--- src/rtl/serial_rx_ctrl_if.sv ---
// Bundles the rx line, enable and word handshake of the serial receive controller.
// master = receiver side (drives the word and flags), slave = line driver/consumer side.
interface serial_rx_ctrl_if #(
    parameter int DATA_BITS = 8
);
    logic                 rx_in;
    logic                 rx_en;
    logic [DATA_BITS-1:0] data_out;
    logic                 data_valid;
    logic                 data_ready;
    logic                 bit_strobe;
    logic                 frame_err;
    logic                 overrun;
    logic                 busy;

    modport master (
        input  rx_in, rx_en, data_ready,
        output data_out, data_valid, bit_strobe, frame_err, overrun, busy
    );

    modport slave (
        output rx_in, rx_en, data_ready,
        input  data_out, data_valid, bit_strobe, frame_err, overrun, busy
    );
endinterface

--- src/rtl/serial_rx_ctrl.sv ---
// Serial receiver: 2-flop sync, mid-bit LSB-first sampling; word valid CLKS_PER_BIT/2+(DATA_BITS+1)*CLKS_PER_BIT+1 cycles after start seen on rx_sync.
// The line cannot be stalled: a word completing while the previous one is unaccepted is dropped and flagged as overrun.
module serial_rx_ctrl #(
    parameter int CLKS_PER_BIT = 16,
    parameter int DATA_BITS    = 8
) (
    input  logic              clk,
    input  logic              rst_n,
    serial_rx_ctrl_if.master  bus
);
    localparam int CW = $clog2(CLKS_PER_BIT);
    localparam int IW = $clog2(DATA_BITS + 1);
    localparam logic [CW-1:0] HALF_LAST = CW'(CLKS_PER_BIT / 2 - 1);
    localparam logic [CW-1:0] BIT_LAST  = CW'(CLKS_PER_BIT - 1);
    localparam logic [IW-1:0] IDX_LAST  = IW'(DATA_BITS - 1);

    typedef enum logic [2:0] {S_IDLE, S_START, S_DATA, S_STOP, S_BREAK} state_t;

    state_t               state, state_nxt;
    logic                 rx_meta, rx_sync;
    logic [CW-1:0]        baud_cnt, baud_nxt;
    logic [IW-1:0]        bit_idx, idx_nxt;
    logic [DATA_BITS-1:0] shift_reg, shift_nxt;
    logic [DATA_BITS-1:0] data_reg;
    logic                 valid_reg, ferr_reg, ovr_reg;
    logic                 strobe, word_done, stop_bad;

    always_ff @(posedge clk or negedge rst_n) begin
        if (!rst_n) begin
            rx_meta <= 1'b1;
            rx_sync <= 1'b1;
        end else begin
            rx_meta <= bus.rx_in;
            rx_sync <= rx_meta;
        end
    end

    always_ff @(posedge clk or negedge rst_n) begin
        if (!rst_n) begin
            state     <= S_IDLE;
            baud_cnt  <= '0;
            bit_idx   <= '0;
            shift_reg <= '0;
        end else begin
            state     <= state_nxt;
            baud_cnt  <= baud_nxt;
            bit_idx   <= idx_nxt;
            shift_reg <= shift_nxt;
        end
    end

    always_comb begin
        state_nxt = state;
        baud_nxt  = baud_cnt;
        idx_nxt   = bit_idx;
        shift_nxt = shift_reg;
        strobe    = 1'b0;
        word_done = 1'b0;
        stop_bad  = 1'b0;
        case (state)
            S_IDLE: begin
                if (bus.rx_en && !rx_sync) begin
                    state_nxt = S_START;
                    baud_nxt  = '0;
                end
            end
            S_START: begin
                // A start bit that is high again at mid-bit is treated as line noise.
                if (baud_cnt == HALF_LAST) begin
                    baud_nxt  = '0;
                    idx_nxt   = '0;
                    state_nxt = rx_sync ? S_IDLE : S_DATA;
                end else begin
                    baud_nxt = baud_cnt + 1'b1;
                end
            end
            S_DATA: begin
                if (baud_cnt == BIT_LAST) begin
                    baud_nxt                 = '0;
                    strobe                   = 1'b1;
                    shift_nxt                = shift_reg >> 1;
                    shift_nxt[DATA_BITS-1]   = rx_sync;
                    idx_nxt                  = bit_idx + 1'b1;
                    if (bit_idx == IDX_LAST) begin
                        state_nxt = S_STOP;
                    end
                end else begin
                    baud_nxt = baud_cnt + 1'b1;
                end
            end
            S_STOP: begin
                if (baud_cnt == BIT_LAST) begin
                    baud_nxt = '0;
                    if (rx_sync) begin
                        word_done = 1'b1;
                        state_nxt = S_IDLE;
                    end else begin
                        stop_bad  = 1'b1;
                        state_nxt = S_BREAK;
                    end
                end else begin
                    baud_nxt = baud_cnt + 1'b1;
                end
            end
            S_BREAK: begin
                if (rx_sync) begin
                    state_nxt = S_IDLE;
                end
            end
            default: state_nxt = S_IDLE;
        endcase
    end

    // The handshake decision is taken on the stop-sample cycle so the word shows up one cycle later.
    always_ff @(posedge clk or negedge rst_n) begin
        if (!rst_n) begin
            data_reg  <= '0;
            valid_reg <= 1'b0;
            ferr_reg  <= 1'b0;
            ovr_reg   <= 1'b0;
        end else begin
            ferr_reg <= stop_bad;
            ovr_reg  <= 1'b0;
            if (word_done) begin
                if (!valid_reg || bus.data_ready) begin
                    data_reg  <= shift_reg;
                    valid_reg <= 1'b1;
                end else begin
                    ovr_reg <= 1'b1;
                end
            end else if (valid_reg && bus.data_ready) begin
                valid_reg <= 1'b0;
            end
        end
    end

    assign bus.data_out   = data_reg;
    assign bus.data_valid = valid_reg;
    assign bus.bit_strobe = strobe;
    assign bus.frame_err  = ferr_reg;
    assign bus.overrun    = ovr_reg;
    assign bus.busy       = (state != S_IDLE);
endmodule
--- src/flat_wrapper.sv ---
// flat-port wrapper written by rule: the top's interface ports become plain ports
module serial_rx_ctrl_flat 
#(
    parameter int CLKS_PER_BIT = 16,
    parameter int DATA_BITS    = 8
)
  (clk, rst_n, bus_rx_in, bus_rx_en, bus_data_ready, bus_data_out, bus_data_valid, bus_bit_strobe, bus_frame_err, bus_overrun, bus_busy);
  serial_rx_ctrl_if #(.DATA_BITS(DATA_BITS)) bus_i ();
  input  logic clk;
  input  logic rst_n;
  input wire logic [$bits(bus_i.rx_in)-1:0] bus_rx_in;
  input wire logic [$bits(bus_i.rx_en)-1:0] bus_rx_en;
  input wire logic [$bits(bus_i.data_ready)-1:0] bus_data_ready;
  output wire logic [$bits(bus_i.data_out)-1:0] bus_data_out;
  output wire logic [$bits(bus_i.data_valid)-1:0] bus_data_valid;
  output wire logic [$bits(bus_i.bit_strobe)-1:0] bus_bit_strobe;
  output wire logic [$bits(bus_i.frame_err)-1:0] bus_frame_err;
  output wire logic [$bits(bus_i.overrun)-1:0] bus_overrun;
  output wire logic [$bits(bus_i.busy)-1:0] bus_busy;
  assign bus_i.rx_in = bus_rx_in;
  assign bus_i.rx_en = bus_rx_en;
  assign bus_i.data_ready = bus_data_ready;
  assign bus_data_out = bus_i.data_out;
  assign bus_data_valid = bus_i.data_valid;
  assign bus_bit_strobe = bus_i.bit_strobe;
  assign bus_frame_err = bus_i.frame_err;
  assign bus_overrun = bus_i.overrun;
  assign bus_busy = bus_i.busy;
  serial_rx_ctrl #(.CLKS_PER_BIT(CLKS_PER_BIT), .DATA_BITS(DATA_BITS)) u_core (.clk(clk), .rst_n(rst_n), .bus(bus_i));
endmodule
--- config.mk ---
export PLATFORM = sky130hd
export DESIGN_NAME = serial_rx_ctrl_flat
export DESIGN_NICKNAME = d
export VERILOG_FILES = /design/src/rtl/serial_rx_ctrl_if.sv /design/src/rtl/serial_rx_ctrl.sv /design/src/flat_wrapper.sv
export SDC_FILE = /design/constraint.sdc
export NUM_CORES = 1
export LEC_CHECK = 0
export CELL_PAD_IN_SITES_DETAIL_PLACEMENT = 0
export CELL_PAD_IN_SITES_GLOBAL_PLACEMENT = 2
export CORE_AREA = 10 10 72 74
export DETAILED_ROUTE_END_ITERATION = 10
export DIE_AREA = 0 0 82 84
export HOLD_SLACK_MARGIN = 0.06
export PLACE_DENSITY = 0.88
export SKIP_LAST_GASP = 1
export SLEW_MARGIN = 25
export SYNTH_ARGS = -nofsm -noshare
export SYNTH_HDL_FRONTEND = slang
export SYNTH_SLANG_ARGS = --single-unit
export TNS_END_PERCENT = 5
--- constraint.sdc ---
create_clock -name clk -period 4.7 [get_ports clk]
set_input_delay 1.175 -clock clk [delete_from_list [all_inputs] [get_ports clk]]
set_output_delay 1.175 -clock clk [all_outputs]
set_load 0.01 [all_outputs]
## Word-level counts from Yosys, hierarchy flattened

Index checks and enable logic that the tools add are counted.

| word-level totals | value |
|---|---|
| register bits after elaboration | 32 |
| bits in latches | 0 |
| bits in writable memories | 0 |
| bits in read-only memories | 0 |
| output and inout port bits | 13 |
| logic and storage cells | 72 |
| memories kept | 0 |

| operators by class | value |
|---|---|
| add/subtract/negate cells | 2 |
| $mul | 0 |
| div/mod/pow operators | 0 |
| order comparisons | 0 |
| equal/unequal tests | 14 |
| shifts and indexed selects | 0 |
| multiplexer cells | 29 |
| bitwise gates (word level) | 0 |
| reductions and logical operators | 17 |

Operators with widths:

| operator | count |
|---|---|
| $mux W3 | 7 |
| $mux W4 | 5 |
| $pmux W3 S5 | 1 |
| $mux W1 | 13 |
| $ne A2 B1 Y1 const B | 6 |
| $pmux W4 S3 | 1 |
| $add A4 B1 Y4 const B | 2 |
| $eq A4 B3 Y1 const B | 2 |
| $pmux W4 S2 | 1 |
| $reduce_and A2 Y1 | 4 |
| $eq A3 B2 Y1 const B | 2 |
| $reduce_and A6 Y1 | 1 |
| $reduce_bool A3 Y1 | 2 |
| $eq A4 B4 Y1 const B | 1 |
| $reduce_bool A2 Y1 | 2 |
| $eq A3 B1 Y1 const B | 1 |
| $eq A3 B3 Y1 const B | 1 |
| $logic_not A3 Y1 | 1 |
| $reduce_and A3 Y1 | 1 |
| $logic_and A1 B1 Y1 | 2 |
| $logic_not A1 Y1 | 2 |
| $mux W2 | 1 |
| $ne A2 B2 Y1 const B | 1 |
| $reduce_or A2 Y1 | 1 |
| $logic_or A1 B1 Y1 | 1 |

## Depth between registers and ports, before layout

| logic depth | value |
|---|---|
| depth in word-level cells | 5 |
| depth in mapped cells | 6 |
| mapped depth without buffers | 5 |

## Least setup slack after synthesis

OpenSTA, ideal clock, no wires.

| timing path | value |
|---|---|
| path type | register to output |
| start | register u_core.baud_cnt[0] |
| end | output port bus_bit_strobe |
| arrival time | 1225 ps |
| required time | 3525 ps |
| slack | 2300 ps |
| stages on the path, launching flop included | 6 |
| buffers on the path | 2 |
| cell sequence | dfrtp_1 > ha_1 > and3b_1 > buf_6 > and2_1 > buf_4 |

| on the way | value |
|---|---|
| cells in the longest elaborated chain, start to end | 3 |

Ends and longest elaborated chain:

| element | line | RTL |
|---|---|---|
| start: declaration | serial_rx_ctrl.sv:21 | `logic [CW-1:0] baud_cnt, baud_nxt;` |
| start signal: assignment | serial_rx_ctrl.sv:46 | `baud_cnt <= baud_nxt;` |
| $eq A4 B4 Y1 | serial_rx_ctrl.sv:78 | `if (baud_cnt == BIT_LAST) begin` |
| $mux W1 | serial_rx_ctrl.sv:78 |  |
| $mux W1 | serial_rx_ctrl.sv:60 | `case (state)` |
| end: declaration | flat_wrapper.sv:16 | `output wire logic [$bits(bus_i.bit_strobe)-1:0] bus_bit_strobe;` |

Every way passes these cells.

## Worst setup path in the final report

Same ends and word-level chain as after synthesis.

==> flow_summary.ini <==
[layout]
nets = 136
post-route-util_pct = 44.1
diodes = 0
area_delta_synth_final_pct = 20.0
drive_gt1_share_pct = 25.4
fin_area_um2 = 1700
stdcell_count = 180
nFillCells = 391

[detailed_routing]
drt_first_pass_iters = 4
via_per_inst = 4.94
num_vias = 890
routed_wirelength_um = 2560
wire_per_inst_um = 14.2
drt-initial-drc-count = 36
drc_errors = 0
drtAntennaViolNets = 0

[worst_setup_path]
cp_max_fo = 11
cp.arrival_ns = 2.35
crit_type = reg -> out
ff2ff_path_depth = 4
start_kind = register
end_kind = primary output
cp.required_ns = 3.52

[synth]
syn-instance-count = 111
netlist_area_um2 = 1420
synth.top_cells.by_area = dfrtp_1 (53%), mux2_2 (15%), dfstp_2 (3.7%)
yosysTopAreaCell = dfrtp_1
ys_warn_count = 0
ys_ff_latch = 32
synth_cell_type_count = 32
syn_nets = 118
syn_area_per_cell_um2 = 12.8
seq_area_frac_synth_pct = 56.7
synth_top_area_share_pct = 53.0

[clocking]
root_buffer = clkbuf_8
cts.repair.resized = 0
htree_levels = 2
clockBufferDepth = 2
clock_latency_ns = 0.28
clock-sinks = 32
postCtsSetupBuffers = 0
clkTransAtPathRegs_ns = 0.07
cts_tree = built
numCtsBuffers = 5
postCtsHoldBufs = 0

[power_and_ir_drop]
p_leak_nw = 0.773
power_density_nw_per_um2 = 415
vdd_drop_max_mv = 0.162

[global_routing]
grt-busiest-layer = met2
met2_usage_pct = 13.3
grt_pass1_wl_um = 4540
grt_use_met3_pct = 4.63
antenna_found_initial = 0
grt_use_met1_pct = 8.60
first_global_vias = 999
gr-total-overflow = 0
grt_start_max_net_pins = 33
track_usage_pct = 8.47

[floorplan]
start_util_pct = 36.7
core_um2 = 3860
die_h_um = 84
boundaryPins = 18
rows = 23
dieArea_um2 = 6890
die_x_um = 82

[sta]
period_needed_ns = 3.52
finalSetupViolations = 0
hold_slack_ns = 0.357
clock-skew-final_ns = 0.00418
worst_slew_pin_slew_ns = 0.545
drv_slew = 0
final_hold_viol_count = 0
relSlewSlack_pct = 63.6
max_clock_freq_mhz = 284
rsz0062_at_grt = no
tns_ns = 0
finalCritPeriodShare_pct = 74.9

[place]
dp.cells = 172
numPortBuffers = 17
gp_congestion = 0.789
placed_area_um2 = 1610
dp_hpwl_um = 1850

[worst_hold_path]
hold_depth = 0
hp-class = reg -> reg

[outcome]
outcome = complete, no violations

[flow_run]
max_cap_viol_count = 0
==> report_power, final <==
| group | switching, W | total [W] | internal [W] | leakage, nW |
|---|---|---|---|---|
| logic | 0.0000731 | 0.000152 | 0.0000786 | 0.297 |
| registers | 0.0000372 | 0.000340 | 0.000303 | 0.432 |
| clock network | 0.0000945 | 0.000213 | 0.000119 | 0.0445 |
==> kinds of logic after synthesis <==
family	synth area share (%)
compound gates	9.01
simple gates	11.7
fa+ha+maj	1.77
mux	15.1
xor+xnor	1.86
flops	56.7
buf+inv	3.89
==> Yosys cell counts, drive strengths merged <==
cell	number
nor3b	1
a21o	1
nand2b	3
dfstp	2
and4	1
o211ai	3
dfrtp	30
a311o	2
and3	1
nand2	7
o21ai	5
a2111oi	1
nor2	6
clkbuf	1
mux2	19
buf	6
or3	1
and3b	2
xor2	1
nand4	1
ha	2
nand3	3
a21oi	5
and2	1
a22o	2
xnor2	2
inv	1
or3b	1
==> stage by stage <==
stage | setup WS [ns] | total power (W)
after detailed placement | 1.48 | 0.000498
final | 1.18 | 0.000705
after global routing | 0.998 | 0.000755
after floorplan | 2.30 | 0.000467
after CTS | 1.16 | 0.000715
after global placement | 1.56 | 0.000492
==> worst paths after layout <==
| path | start | endpoint | slack [ns] |
|---|---|---|---|
| setup / recovery | u_core.baud_cnt[0] | bus_bit_strobe | 1.18 |
| hold / removal | u_core.rx_meta | u_core.rx_sync | 0.36 |
| setup reg to reg | u_core.baud_cnt[0] | u_core.shift_reg[6] | 2.76 |
| hold reg to reg | u_core.rx_meta | u_core.rx_sync | 0.36 |
| max in group asynchronous | rst_n | u_core.rx_sync | 3.07 |
| min in group asynchronous | rst_n | u_core.baud_cnt[0] | 1.30 |
==> cells in the final DEF, fill, tap and decap left out, types with 2 or more instances in the layout <==
cell type,n
xnor2_1,2
o211ai_1,3
dfstp_2,2
and3b_1,2
mux2_2,19
nand2_1,7
nand3_1,2
nor2_1,6
a21oi_1,5
o21ai_0,5
dfrtp_1,30
nand2b_1,3
clkbuf_8,6
clkdlybuf4s50_1,17
ha_1,2
a22o_1,2
==> final cells by class <==
cell class                      count  area (µm²)  share of cell area [%]
Clock buffer                        7        86.3                    5.08
Clock inverter                      1        7.51                   0.442
Inverter                            1        3.75                   0.221
Multi-Input combinational cell     71         558                    32.8
Sequential cell                    32         803                    47.3
Tap cell                           50        62.6                    3.68
Timing Repair Buffer               18         178                    10.5
==> worst max-delay path, cell delays in order, from the launching register on <==
cell and delay (ns):
dfrtp_1 0.39, ha_1 0.23, and3b_1 0.35, and2_1 0.47, clkdlybuf4s50_1 0.64
==> per-layer routing <==
layer	wire length, µm	vias up	share of wire [%]
met5	0	-	0
met2	1230	18	48
li1	-	428	-
met4	50	0	2.0
met1	1060	439	41
met3	218	5	8.5
(Power assumes the default switching activity.)
